`src/rtl/enc_dec_pkg.sv`:
```
`default_nettype none
// ============================================================================
// Module   : enc_dec_pkg
// Purpose  : Shared types and constants for the encode/decode select path:
//            FSM state type, code/line widths and the counter width helper.
// Revision : 1.0 - initial release
// ============================================================================
package enc_dec_pkg;

    localparam int CODE_W = 2;
    localparam int LINE_W = 4;

    typedef enum logic [1:0] {
        ST_IDLE   = 2'd0,
        ST_ACTIVE = 2'd1,
        ST_GAP    = 2'd2
    } state_t;

    // Counter only ever holds (n-1) for n = max(dwell, gap); at least 1 bit.
    function automatic int cnt_width(input int dwell, input int gap);
        int m;
        m = (dwell > gap) ? dwell : gap;
        return (m < 2) ? 1 : $clog2(m);
    endfunction

endpackage
`default_nettype wire

```
`src/rtl/decoder2x4_strobe_if.sv`:
```
`default_nettype none
// ============================================================================
// Module   : decoder2x4_strobe_if
// Purpose  : Code handshake plus strobe outputs of the sequential decoder.
//            master = code source / observer, slave = decoder.
// Revision : 1.0 - initial release
// ============================================================================
interface decoder2x4_strobe_if;
    import enc_dec_pkg::*;

    logic [CODE_W-1:0] din;
    logic              din_valid;
    logic              din_ready;
    logic [LINE_W-1:0] qout;
    logic              busy;
    logic              done;

    modport master (
        output din, din_valid,
        input  din_ready, qout, busy, done
    );

    modport slave (
        input  din, din_valid,
        output din_ready, qout, busy, done
    );

endinterface
`default_nettype wire

```
`src/rtl/decoder2x4.sv`:
```
`default_nettype none
// ============================================================================
// Module   : decoder2x4
// Purpose  : Combinational 2-to-4 one-hot decoder written as explicit
//            AND/NOT gate equations, mirroring the lab encoder.
// Revision : 1.0 - initial release
// ============================================================================
module decoder2x4
    import enc_dec_pkg::*;
(
    input  wire logic [CODE_W-1:0] code_i,
    output logic      [LINE_W-1:0] line_o
);

    logic a0_n;
    logic a1_n;

    assign a0_n = ~code_i[0];
    assign a1_n = ~code_i[1];

    assign line_o[0] = a1_n      & a0_n;
    assign line_o[1] = a1_n      & code_i[0];
    assign line_o[2] = code_i[1] & a0_n;
    assign line_o[3] = code_i[1] & code_i[0];

endmodule
`default_nettype wire

```
`src/rtl/decoder2x4_strobe.sv`:
```
`default_nettype none
// ============================================================================
// Module   : decoder2x4_strobe
// Purpose  : Sequential 2-to-4 decoder. Accepts a code into a one-entry
//            pending slot, strobes the matching select line for DWELL
//            cycles, then holds GAP all-zero cycles (break-before-make).
// Revision : 1.0 - initial release
// ============================================================================
module decoder2x4_strobe
    import enc_dec_pkg::*;
#(
    parameter int DWELL = 4,
    parameter int GAP   = 1
) (
    input  wire logic          clk,
    input  wire logic          rst_n,
    decoder2x4_strobe_if.slave bus
);

    localparam int                CNT_W    = cnt_width(DWELL, GAP);
    localparam logic [CNT_W-1:0]  DWELL_LD = CNT_W'(DWELL - 1);
    // GAP load is unused when GAP == 0; clamp so the constant stays legal.
    localparam logic [CNT_W-1:0]  GAP_LD   = CNT_W'((GAP > 0) ? (GAP - 1) : 0);
    localparam logic [CNT_W-1:0]  CNT_ONE  = CNT_W'(1);
    localparam bit                HAS_GAP  = (GAP > 0);

    state_t              state_q, state_d;
    logic [CNT_W-1:0]    cnt_q, cnt_d;
    logic [LINE_W-1:0]   qout_q, qout_d;
    logic                done_q, done_d;
    logic [CODE_W-1:0]   pend_code_q;
    logic                pend_vld_q;
    logic                consume;
    logic                accept;
    logic [LINE_W-1:0]   dec_line;

    // Slot is only refilled when empty, so accept and consume never coincide.
    assign accept = bus.din_valid && !pend_vld_q;

    decoder2x4 u_dec (
        .code_i (pend_code_q),
        .line_o (dec_line)
    );

    // Pending slot: captured on handshake, emptied when the FSM loads it.
    always_ff @(posedge clk or negedge rst_n) begin
        if (!rst_n) begin
            pend_vld_q  <= 1'b0;
            pend_code_q <= '0;
        end else if (consume) begin
            pend_vld_q  <= 1'b0;
        end else if (accept) begin
            pend_vld_q  <= 1'b1;
            pend_code_q <= bus.din;
        end
    end

    // State register: FSM state, dwell/gap counter and the registered outputs.
    always_ff @(posedge clk or negedge rst_n) begin
        if (!rst_n) begin
            state_q <= ST_IDLE;
            cnt_q   <= '0;
            qout_q  <= '0;
            done_q  <= 1'b0;
        end else begin
            state_q <= state_d;
            cnt_q   <= cnt_d;
            qout_q  <= qout_d;
            done_q  <= done_d;
        end
    end

    // Next-state logic: load a pending code, count down dwell and gap.
    always_comb begin
        state_d = state_q;
        cnt_d   = cnt_q;
        qout_d  = qout_q;
        done_d  = 1'b0;
        consume = 1'b0;
        case (state_q)
            ST_IDLE: begin
                qout_d = '0;
                if (pend_vld_q) begin
                    state_d = ST_ACTIVE;
                    qout_d  = dec_line;
                    cnt_d   = DWELL_LD;
                    consume = 1'b1;
                end
            end
            ST_ACTIVE: begin
                if (cnt_q == '0) begin
                    done_d = 1'b1;
                    if (HAS_GAP) begin
                        state_d = ST_GAP;
                        qout_d  = '0;
                        cnt_d   = GAP_LD;
                    end else if (pend_vld_q) begin
                        // No gap configured: switch line to line directly.
                        qout_d  = dec_line;
                        cnt_d   = DWELL_LD;
                        consume = 1'b1;
                    end else begin
                        state_d = ST_IDLE;
                        qout_d  = '0;
                    end
                end else begin
                    cnt_d = cnt_q - CNT_ONE;
                end
            end
            ST_GAP: begin
                qout_d = '0;
                if (cnt_q == '0) begin
                    if (pend_vld_q) begin
                        state_d = ST_ACTIVE;
                        qout_d  = dec_line;
                        cnt_d   = DWELL_LD;
                        consume = 1'b1;
                    end else begin
                        state_d = ST_IDLE;
                    end
                end else begin
                    cnt_d = cnt_q - CNT_ONE;
                end
            end
            default: begin
                state_d = ST_IDLE;
                cnt_d   = '0;
                qout_d  = '0;
            end
        endcase
    end

    // Output logic: handshake ready, busy status and registered strobes.
    always_comb begin
        bus.din_ready = !pend_vld_q;
        bus.busy      = (state_q != ST_IDLE) || pend_vld_q;
        bus.qout      = qout_q;
        bus.done      = done_q;
    end

endmodule
`default_nettype wire

```
`src/flat_wrapper.sv`:
```
// flat-port wrapper written by rule: the top's interface ports become plain ports
module decoder2x4_strobe_flat import enc_dec_pkg::*;
#(
    parameter int DWELL = 4,
    parameter int GAP   = 1
)
  (clk, rst_n, bus_din, bus_din_valid, bus_din_ready, bus_qout, bus_busy, bus_done);
  decoder2x4_strobe_if bus_i ();
  input  wire logic clk;
  input  wire logic rst_n;
  input wire logic [$bits(bus_i.din)-1:0] bus_din;
  input wire logic [$bits(bus_i.din_valid)-1:0] bus_din_valid;
  output wire logic [$bits(bus_i.din_ready)-1:0] bus_din_ready;
  output wire logic [$bits(bus_i.qout)-1:0] bus_qout;
  output wire logic [$bits(bus_i.busy)-1:0] bus_busy;
  output wire logic [$bits(bus_i.done)-1:0] bus_done;
  assign bus_i.din = bus_din;
  assign bus_i.din_valid = bus_din_valid;
  assign bus_din_ready = bus_i.din_ready;
  assign bus_qout = bus_i.qout;
  assign bus_busy = bus_i.busy;
  assign bus_done = bus_i.done;
  decoder2x4_strobe #(.DWELL(DWELL), .GAP(GAP)) u_core (.clk(clk), .rst_n(rst_n), .bus(bus_i));
endmodule
```
`config.mk`:
```
export PLATFORM = sky130hd
export DESIGN_NAME = decoder2x4_strobe_flat
export DESIGN_NICKNAME = d
export VERILOG_FILES = /design/src/rtl/enc_dec_pkg.sv /design/src/rtl/decoder2x4_strobe_if.sv /design/src/rtl/decoder2x4.sv /design/src/rtl/decoder2x4_strobe.sv /design/src/flat_wrapper.sv
export SDC_FILE = /design/constraint.sdc
export NUM_CORES = 1
export LEC_CHECK = 0
export BUFFER_PORTS_ARGS = -buffer_cell sky130_fd_sc_hd__buf_2
export CORE_ASPECT_RATIO = 1.1
export CORE_MARGIN = 2
export CORE_UTILIZATION = 40
export CTS_BUF_LIST = sky130_fd_sc_hd__clkbuf_4
export CTS_CLUSTER_DIAMETER = 60
export DETAILED_ROUTE_END_ITERATION = 8
export SYNTH_ARGS = -nofsm -noshare
export SYNTH_HDL_FRONTEND = slang
export SYNTH_HIERARCHICAL = 1
export SYNTH_SLANG_ARGS = --single-unit
```
`constraint.sdc`:
```
create_clock -name clk -period 1.5 [get_ports clk]
set_input_delay 0.15 -clock clk [delete_from_list [all_inputs] [get_ports clk]]
set_output_delay 0.15 -clock clk [all_outputs]
set_load 0.05 [all_outputs]
```
==> summary.md <==
| Metric | Value |
|---|---|
| Status | `completed` |
| Dominant synthesized flop cell | `dfrtp_1` |
| Die height | `44.6 µm` |
| Synth Warn # | `6` |
| Post-synth top area share | `50.1%` |
| # Post-CTS Setup Buffers | `0` |
| Post-DP Area | `642 µm²` |
| Number of synthesized flops with an enable pin | `0` |
| Min cycle time layout | `1.40 ns` |
| DRT iter0 DRCs | `7` |
| Final Hold Fails | `0` |
| Die area | `1820 µm²` |
| Register share of total power | `40.1%` |
| Power density over cell area | `2420 nW/µm²` |
| Crit share post-route | `93.6%` |
| FF-to-FF Start | `u_core/cnt_q[1]` |
| Hold Path Sink | `u_core/pend_vld_q` |
| Leak | `0.313 nW` |
| Clk Latency, worst-skew pair | `0.26 ns` |
| Worst hold start | `bus_din_valid` |
| N_diodes | `0` |
| P&R area growth vs syn | `12.7%` |
| # DRC | `0` |
| CTS buffer count | `3` |
| RePlAce Congestion | `0.745` |
| Number of global-route vias before repair | `383` |
| Most common library cells after synthesis | `12 x dfrtp_1, 12 x nand2_1, 5 x nor2_1, 5 x o22ai_1` |
| Yosys top cell by area | `dfrtp_1` |
| FP Rows | `14` |
| Worst Hold Class | `primary input to flip-flop` |
| Initial antenna violation count | `0` |
| Synthesized cell area | `599 µm²` |
| Largest fanout on the critical path | `11` |
| First-pass GRT wire length | `1.68 mm` |
| Root Buffer | `clkbuf_4` |
| # port buffers | `11` |
| WHS Path Cells | `2` |
| GRT overflow | `0` |
| Core area | `1380 µm²` |
| Clk slew on worst S/H paths | `0.07 ns` |
| WL/cell | `11.5 µm` |
| Worst R2R Path Depth | `3` |
| Ports | `12` |
| TritonCTS clock tree | `yes` |
| Sw Ratio | `47.2%` |
| CP startpoint kind | `flip-flop` |
| Layout cells sized above 1 | `28.2%` |
| Mean post-synth cell area | `9.99 µm²` |
| CTS Buffer Depth | `2` |
| Dpl hpwl | `717 µm` |
| Setup Viol. Count Final | `0` |
| Largest net degree at the start of global routing | `17` |
| Worst slew margin relative to its limit | `74.4%` |
| Setup Skew | `0.00134 ns` |
| Top cells by area, synth | `dfrtp_1 50%, nand2_1 7.5%, o22a_1 5.8%` |
| Psw | `0.000773 W` |
| ANT nets after route | `0` |
| Final wirelength | `1.00 mm` |
| Post-Synthesis Cells | `60` |
| R2R Path End | `u_core/bus.qout[0]` |
| Nets@finish | `78` |
| Logic pwr share | `48.5%` |
| Pre-Repair DR Iteration Count | `4` |
| Setup TNS | `0 ns` |
| Via count | `440` |
| Die W | `40.9 µm` |
| Pint | `0.000864 W` |
| Slew Viols, Final | `0` |
| Vias per inst | `5.06` |
| H-tree depth | `1` |
| Unrepaired setup endpoints after global routing | `no` |
| Max Cap Violations | `0` |
| Slew @ Worst Pin | `0.383 ns` |
| Data required time at the worst endpoint | `1.35 ns` |
| R2R Setup Slk | `0.31 ns` |
| Initial core utilization | `43.3%` |
| FF+latch count, synth | `12` |
| Max Freq | `712 MHz` |
| Clock sinks | `12` |
| Syn nets | `65` |
| Total power | `0.00164 W` |
| FFs w/ async S/R, synth | `100%` |
| Peak supply drop | `0.00108 V` |
| Clk pwr share | `11.4%` |
| Design Area, Final | `676 µm²` |
| Seq/Total Area, Yosys | `50.1%` |
| Crit. End Element | `output pin` |
| Crit Path Category | `flip-flop to output pin` |
| Unique masters post-synth | `20` |
| Gr usage total | `14.1%` |
| Worst EP arrival | `1.25 ns` |
[registers in the layout, summed over array words and instances, names as in the netlist]
name / flops
u_core/pend_code_q: 2
u_core/state_q: 2
u_core/cnt_q: 2
u_core/pend_vld_q: 1
u_core/bus.qout: 4
u_core/bus.done: 1
[power groups by stage]
| stage | registers [W] | logic [W] | clock network (W) |
|---|---|---|---|
| final | 0.000657 | 0.000794 | 0.000187 |
| after CTS | 0.000652 | 0.000799 | 0.000199 |
| after floorplan | 0.000712 | 0.000638 | 0 |
| after global placement | 0.000658 | 0.000785 | 0 |
| after global routing | 0.000695 | 0.000862 | 0.000220 |
| after detailed placement | 0.000658 | 0.000792 | 0 |
[layout by cell type (no fill, tap or decap)]
cell | Yosys | final
a211oi_1 | 1 | 1
a21boi_0 | 1 | 1
and2_2 | 1 | 1
and2b_2 | 1 | 1
buf_2 | 2 | 11
clkbuf_4 | 0 | 3
dfrtp_1 | 12 | 11
dfrtp_2 | 0 | 1
dlygate4sd3_1 | 0 | 1
inv_1 | 1 | 1
mux2_2 | 2 | 2
nand2_1 | 12 | 12
nand2b_1 | 1 | 1
nor2_1 | 5 | 5
nor2b_1 | 4 | 4
o211a_1 | 1 | 1
o21a_1 | 1 | 1
o21ai_0 | 2 | 2
o22a_1 | 4 | 4
o22ai_1 | 5 | 5
or3_4 | 1 | 1
xor2_1 | 1 | 1
[area by class of cell]
class / instances / area (µm²)
clock buffer: 3 / 22.5
fill: 142 / 708
inverter: 1 / 3.75
multi-input combinational: 43 / 263
sequential: 12 / 302
tap: 16 / 20.0
timing repair buffer: 12 / 65.1
[stage by stage]
stage	std cells	hold WS (ns)	setup slack, ns	util, %
2_1_floorplan	60	-0.146	0.123	-
4_1_cts	87	0.0920	0.00205	48.7
3_3_place_gp	83	0.0458	0.309	46.4
5_1_grt	87	0.0971	0.00320	48.8
6_report	87	0.0974	0.0956	48.8
3_5_place_dp	83	0.0465	0.288	46.4
[worst max-delay path, stage by stage (launching register included)]
cell	delay, ns
dfrtp_1	0.54
nor2_1	0.12
nand2_1	0.08
buf_2	0.25
[routing by layer]
layer	global-route usage, %	share of wire [%]
met1	20.6	49
met2	16.9	44
met3	4.52	5.0
met4	10.0	1.2
met5	0	0
[cells by family (layout without fill, tap and decap cells)]
group / count (synthesis) / count (layout) / synth area share, %
and+or+nand+nor: 25 / 25 / 20.5
xor gates and xnor gates: 1 / 1 / 1.46
DFF: 12 / 12 / 50.1
AOI/OAI and AO/OA: 15 / 15 / 18.2
buffers and inverters: 5 / 16 / 6.05
muxes: 2 / 2 / 3.76
[timing repair]
action                     4_1_cts  5_1_grt
setup endpoints to repair        0        1
hold buffers                     1        0
gates resized for setup          0        1
hold endpoints to repair        12        0
[how the worst max path moves through the flow]
stage | slack (ns) | depth (start not counted) | to | from
after detailed placement | 0.29 | 2 | u_core/bus.qout[0] | u_core/state_q[0]
after global routing | 0.003 | 3 | bus_busy | u_core/state_q[1]
after CTS | 0.002 | 3 | bus_busy | u_core/state_q[0]
after global placement | 0.31 | 2 | u_core/bus.qout[2] | u_core/state_q[0]
final | 0.1 | 3 | bus_busy | u_core/state_q[1]
after floorplan | 0.12 | 3 | bus_busy | u_core/pend_vld_q
No activity file was read; power rests on OpenSTA's default activity.
